[src/rtl/truth_table_engine_if.sv]
// truth_table_engine_if: table write, evaluation and sweep stream signals of the truth-table engine
interface truth_table_engine_if #(
    parameter int N = 3
);
    logic              tt_wr;
    logic [(1<<N)-1:0] tt_data;
    logic [N-1:0]      inp;
    logic              out;
    logic              start;
    logic              busy;
    logic              s_valid;
    logic              s_ready;
    logic [N-1:0]      s_idx;
    logic              s_bit;
    logic              done;
    logic [N:0]        ones_count;
    modport master (
        output tt_wr, tt_data, inp, start, s_ready,
        input  out, busy, s_valid, s_idx, s_bit, done, ones_count
    );
    modport slave (
        input  tt_wr, tt_data, inp, start, s_ready,
        output out, busy, s_valid, s_idx, s_bit, done, ones_count
    );
endinterface

[src/rtl/truth_table_engine.sv]
// truth_table_engine: programmable N-input truth table with registered lookup and a row-streaming sweep
module truth_table_engine #(
    parameter int N = 3
) (
    input logic                 clk,
    input logic                 rst,
    truth_table_engine_if.slave bus
);
    localparam int D = 1 << N;
    typedef enum logic [1:0] {IDLE, RUN, DONE} state_t;
    state_t       state_q, state_d;
    logic [D-1:0] tbl_q, tbl_d;
    logic [N-1:0] idx_q, idx_d;
    logic [N:0]   ones_q, ones_d;
    logic         out_q, out_d;
    logic         run, last;
    always_comb begin
        run     = state_q == RUN;
        last    = &idx_q;
        tbl_d   = (bus.tt_wr && state_q == IDLE) ? bus.tt_data : tbl_q;
        out_d   = tbl_q[bus.inp];
        state_d = state_q;
        idx_d   = idx_q;
        ones_d  = ones_q;
        if (state_q == IDLE && bus.start) begin
            state_d = RUN;
            idx_d   = '0;
            ones_d  = '0;
        end else if (run && bus.s_ready) begin
            ones_d  = ones_q + (N+1)'(tbl_q[idx_q]);
            idx_d   = last ? idx_q : idx_q + N'(1);
            state_d = last ? DONE : RUN;
        end else if (state_q == DONE) begin
            state_d = IDLE;
        end
    end
    always_ff @(posedge clk) begin
        if (rst) begin
            state_q <= IDLE;
            tbl_q   <= '0;
            idx_q   <= '0;
            ones_q  <= '0;
            out_q   <= 1'b0;
        end else begin
            state_q <= state_d;
            tbl_q   <= tbl_d;
            idx_q   <= idx_d;
            ones_q  <= ones_d;
            out_q   <= out_d;
        end
    end
    assign bus.out        = out_q;
    assign bus.busy       = state_q != IDLE;
    assign bus.s_valid    = run;
    assign bus.s_idx      = idx_q;
    assign bus.s_bit      = run & tbl_q[idx_q];
    assign bus.done       = state_q == DONE;
    assign bus.ones_count = ones_q;
endmodule

[src/flat_wrapper.sv]
// flat-port wrapper written by rule: the top's interface ports become plain ports
module truth_table_engine_flat 
#(
    parameter int N = 3
)
  (clk, rst, bus_tt_wr, bus_tt_data, bus_inp, bus_start, bus_s_ready, bus_out, bus_busy, bus_s_valid, bus_s_idx, bus_s_bit, bus_done, bus_ones_count);
  truth_table_engine_if #(.N(N)) bus_i ();
  input logic clk;
  input logic rst;
  input wire logic [$bits(bus_i.tt_wr)-1:0] bus_tt_wr;
  input wire logic [$bits(bus_i.tt_data)-1:0] bus_tt_data;
  input wire logic [$bits(bus_i.inp)-1:0] bus_inp;
  input wire logic [$bits(bus_i.start)-1:0] bus_start;
  input wire logic [$bits(bus_i.s_ready)-1:0] bus_s_ready;
  output wire logic [$bits(bus_i.out)-1:0] bus_out;
  output wire logic [$bits(bus_i.busy)-1:0] bus_busy;
  output wire logic [$bits(bus_i.s_valid)-1:0] bus_s_valid;
  output wire logic [$bits(bus_i.s_idx)-1:0] bus_s_idx;
  output wire logic [$bits(bus_i.s_bit)-1:0] bus_s_bit;
  output wire logic [$bits(bus_i.done)-1:0] bus_done;
  output wire logic [$bits(bus_i.ones_count)-1:0] bus_ones_count;
  assign bus_i.tt_wr = bus_tt_wr;
  assign bus_i.tt_data = bus_tt_data;
  assign bus_i.inp = bus_inp;
  assign bus_i.start = bus_start;
  assign bus_i.s_ready = bus_s_ready;
  assign bus_out = bus_i.out;
  assign bus_busy = bus_i.busy;
  assign bus_s_valid = bus_i.s_valid;
  assign bus_s_idx = bus_i.s_idx;
  assign bus_s_bit = bus_i.s_bit;
  assign bus_done = bus_i.done;
  assign bus_ones_count = bus_i.ones_count;
  truth_table_engine #(.N(N)) u_core (.clk(clk), .rst(rst), .bus(bus_i));
endmodule
[config.mk]
export PLATFORM = sky130hd
export DESIGN_NAME = truth_table_engine_flat
export DESIGN_NICKNAME = d
export VERILOG_FILES = /design/src/rtl/truth_table_engine_if.sv /design/src/rtl/truth_table_engine.sv /design/src/flat_wrapper.sv
export SDC_FILE = /design/constraint.sdc
export NUM_CORES = 1
export LEC_CHECK = 0
export ABC_AREA = 1
export CAP_MARGIN = 20
export CORE_AREA = 2 2 43 85
export DETAILED_ROUTE_END_ITERATION = 12
export DIE_AREA = 0 0 45 87
export GPL_TIMING_DRIVEN = 0
export SYNTH_ARGS = -nofsm -noshare
export SYNTH_HDL_FRONTEND = slang
export SYNTH_SLANG_ARGS = --single-unit
[constraint.sdc]
create_clock -name clk -period 1.5 [get_ports clk]
set_input_delay 0.3 -clock clk [delete_from_list [all_inputs] [get_ports clk]]
set_output_delay 0.3 -clock clk [all_outputs]
set_load 0.1 [all_outputs]
==> key figures <==
Power
  • Combinational power share: 30.2%
  • Sw frac: 33.4%
  • Internal power: 0.880 mW
  • Peak supply drop: between 0.6 and 0.7 mV
  • Sw power: 0.443 mW
  • Sequential power share: 39.8%
  • Clock Power Share: 30.0%
  • Pleak: 0.621 nW
  • Cell area power density: 928 nW/um^2

Worst setup path
  • Crit-path max FO: 7
  • Top Family by Delay on Critical Path: simple AND/OR/NAND/NOR gates
  • Most frequent CP cell: nand3_1
  • CP Capture Type: flip-flop
  • CP Launch Type: flip-flop
  • Crit-path slowest cell: dfxtp_4
  • CP arrival: approximately 1.8 ns
  • Worst path max stage delay: roughly 0.37 ns
  • Required time worst endpoint: 1.68 ns
  • WS Path Type: reg2reg
  • Critical Path, Cell by Cell: inv_4, nand2_2, nand3_1, nand3_1, nand2_2, buf_6, inv_4, ha_4, ha_4, xor2_1, nand3_1, a21oi_1
  • WP buf/inv: 3

Drt
  • Routed length on met2: 1.05 mm
  • Routed Antenna Nets: 0
  • Vias/cell: 4.71
  • Routed wire length: 2.03 mm
  • Vias: approximately 900
  • DR iter-0 viols: 13
  • M1 WL: 869 um
  • Detailed Routing Iterations Pass 1: 3
  • DRC: 0
  • Wire per inst: just over 10 um
  • Uppermost routed layer: met4
  • Met3 WL post-DR: 95 um

Synthesis
  • Register area share after synthesis: 37.5%
  • Cell taking the most area after synthesis: dfxtp_1
  • Ranking of synthesized cells by area: dfxtp_1, nand2_1, nand3_1
  • Ys Warns: 0
  • Synth Area in Adders: 5.22%
  • Compound-Gate Fraction of Synth Area: around 15%
  • Yosys cell types: 20
  • Synth Register Bits: 18
  • Largest family of logic cells by synthesized area: simple AND/OR/NAND/NOR gates
  • Syn Inst Count: 132
  • Synth Cell Area: 960 um^2
  • Area share of the largest cell type after synthesis: roughly 38%
  • Post-synthesis xor/xnor area fraction: 0.913%
  • Mux share of post-synthesis cell area: 0%
  • Syn Area/Cell: 7.27 um^2
  • Post-synthesis net count: between 150 and 200
  • Simple-gate share of the synthesized area: about a third

Clock tree
  • Clk_lat worst skew: 0.25 ns
  • Htree depth: 1
  • CTS buffer count: 3
  • Clk pin slew, worst setup/hold paths: 0.07 ns
  • Sink Count: 18
  • CTS tree: yes
  • Post-CTS Hold Buffers: 0
  • Root buf cell: clkbuf_8
  • Clock Path Buffers: 2

Floorplanning
  • Initial Utilization: 29.1%
  • Core Footprint: 3300 um^2
  • Die Height: 87 um
  • # rows: 30
  • Die width: 45 um
  • Total I/O pin count: 28
  • Die area: ~3900 um^2

Final layout
  • Final Core Density: 43.1%
  • Fill cells: between 300 and 400
  • Storage cell area: 378 um^2
  • Area Overhead vs Synth: 48.5%
  • Multi-input combinational cell area: around 570 um^2
  • Most frequent cells in the layout: nand2_1, inv_1, clkdlybuf4s50_1
  • Most common cell after layout, fill and taps aside: nand2_1
  • Layout cells sized above 1: 31.5%
  • Final nets: 186
  • Diodes inserted: 0

Global routing
  • Tot GR Track Use: between 10% and 20%
  • Global-route wire length before repair: 3.61 mm
  • Initial antenna violation count: 0
  • Pin count of the biggest net entering global routing: 11
  • Grt total ovfl: 0
  • Vias in the first global route: 867

Placed design
  • Final HPWL DP: 1.55 mm
  • Port bufs: 27
  • Pre-CTS setup slack: -0.772 ns
  • Routability cong.: between 0.6 and 0.7

Run status
  • Status: finished, violations left
  • Violated checks: negative setup slack

Timing
  • Final hold violations: 0
  • Hold WS: about 0.5 ns
  • Unrepaired setup endpoints after global routing: yes
  • Worst-case headroom to the max-slew limit: 64.2%
  • Final period util: 108%
  • Crit path time final: 1.62 ns
  • Slew Viols, Final: 0
  • Slew of the pin with the lowest slew margin: approximately 0.54 ns
  • Layout Skew: roughly 0.0049 ns
  • Setup TNS: -0.228 ns
  • Setup Viol. Count Final: 3
  • Fmax: 617 MHz
  • Setup WS post-layout: -0.122 ns

Run
  • MaxCap Viol Count: 0

Hold path
  • Hold WC Path Type: reg2reg
## cell type report
class | instances | area share (%)
multi-input cells | 91 | 39.8
flip-flops and latches | 18 | 26.5
repair buffers | 29 | 19.8
inverters | 21 | 6.06
clock buffers | 4 | 3.86
well taps | 32 | 2.81
plain buffers | 2 | 1.14
## logic make-up after synthesis
| logic type | after synthesis |
|---|---|
| flops | 18 |
| xor+xnor | 1 |
| compound gates | 25 |
| buf+inv | 23 |
| simple gates | 61 |
| fa+ha+maj | 4 |
## state kept, by name, indices dropped and copies added (netlist names)
signal	count
u_core.state_q	2
u_core.bus.out	1
u_core.bus.ones_count	4
u_core.tbl_q	8
u_core.bus.s_idx	3
## power by group through the flow
stage	clock, mW	combinational [mW]	sequential (mW)
3_3_place_gp	0	0.373	0.536
6_report	0.397	0.400	0.526
5_1_grt	0.435	0.436	0.531
4_1_cts	0.411	0.390	0.525
2_1_floorplan	0	0.236	0.568
3_5_place_dp	0	0.375	0.537
## per-layer routing
layer / track usage, % / vias to the layer above
met4: 4.01 / 0
li1: - / 491
met5: 0 / -
met2: 20.3 / 20
met3: 1.87 / 2
met1: 14.5 / 414
## worst min-delay path: stages, from the launching register on
cell     delay, ns
dfxtp_1       0.30
inv_1         0.09
a21oi_2       0.06
## path summary, 6_finish.rpt
kind / startpoint / to / slack, ns / depth (start not counted)
setup / recovery: u_core.bus.s_idx[0] / u_core.bus.ones_count[2] / -0.12 / 12
hold / removal: u_core.tbl_q[5] / u_core.tbl_q[5] / 0.49 / 2
setup reg to reg: u_core.bus.s_idx[0] / u_core.bus.ones_count[2] / -0.12 / 12
hold reg to reg: u_core.tbl_q[5] / u_core.tbl_q[5] / 0.49 / 2
## repair_timing
item                                    in CTS  in global routing
setup buffers                                2                  0
gates resized for setup                     59                 16
pin swaps                                    5                  9
endpoints found under the setup margin      14                 12
## cells in the mapped netlist
library cell / number
a21oi_1: 13
a21oi_2: 2
buf_6: 1
clkbuf_2: 1
dfxtp_1: 18
ha_1: 4
inv_1: 19
inv_2: 2
nand2_1: 33
nand2_4: 1
nand3_1: 16
nand3_4: 1
nand3b_4: 1
nor2_1: 5
nor2_2: 1
nor2_4: 2
nor3_1: 1
o21ai_0: 8
o21ai_2: 2
xor2_1: 1
## through the flow
stage               power [mW]  std cells  instance area [um^2]
finish                    1.32        197                  1430
global route              1.40        197                  1430
CTS                       1.33        197                  1400
detailed placement       0.912        191                  1330
global placement         0.909        191                  1330
floorplan                0.804        132                  1020
No activity file was read; power rests on OpenSTA's default activity.
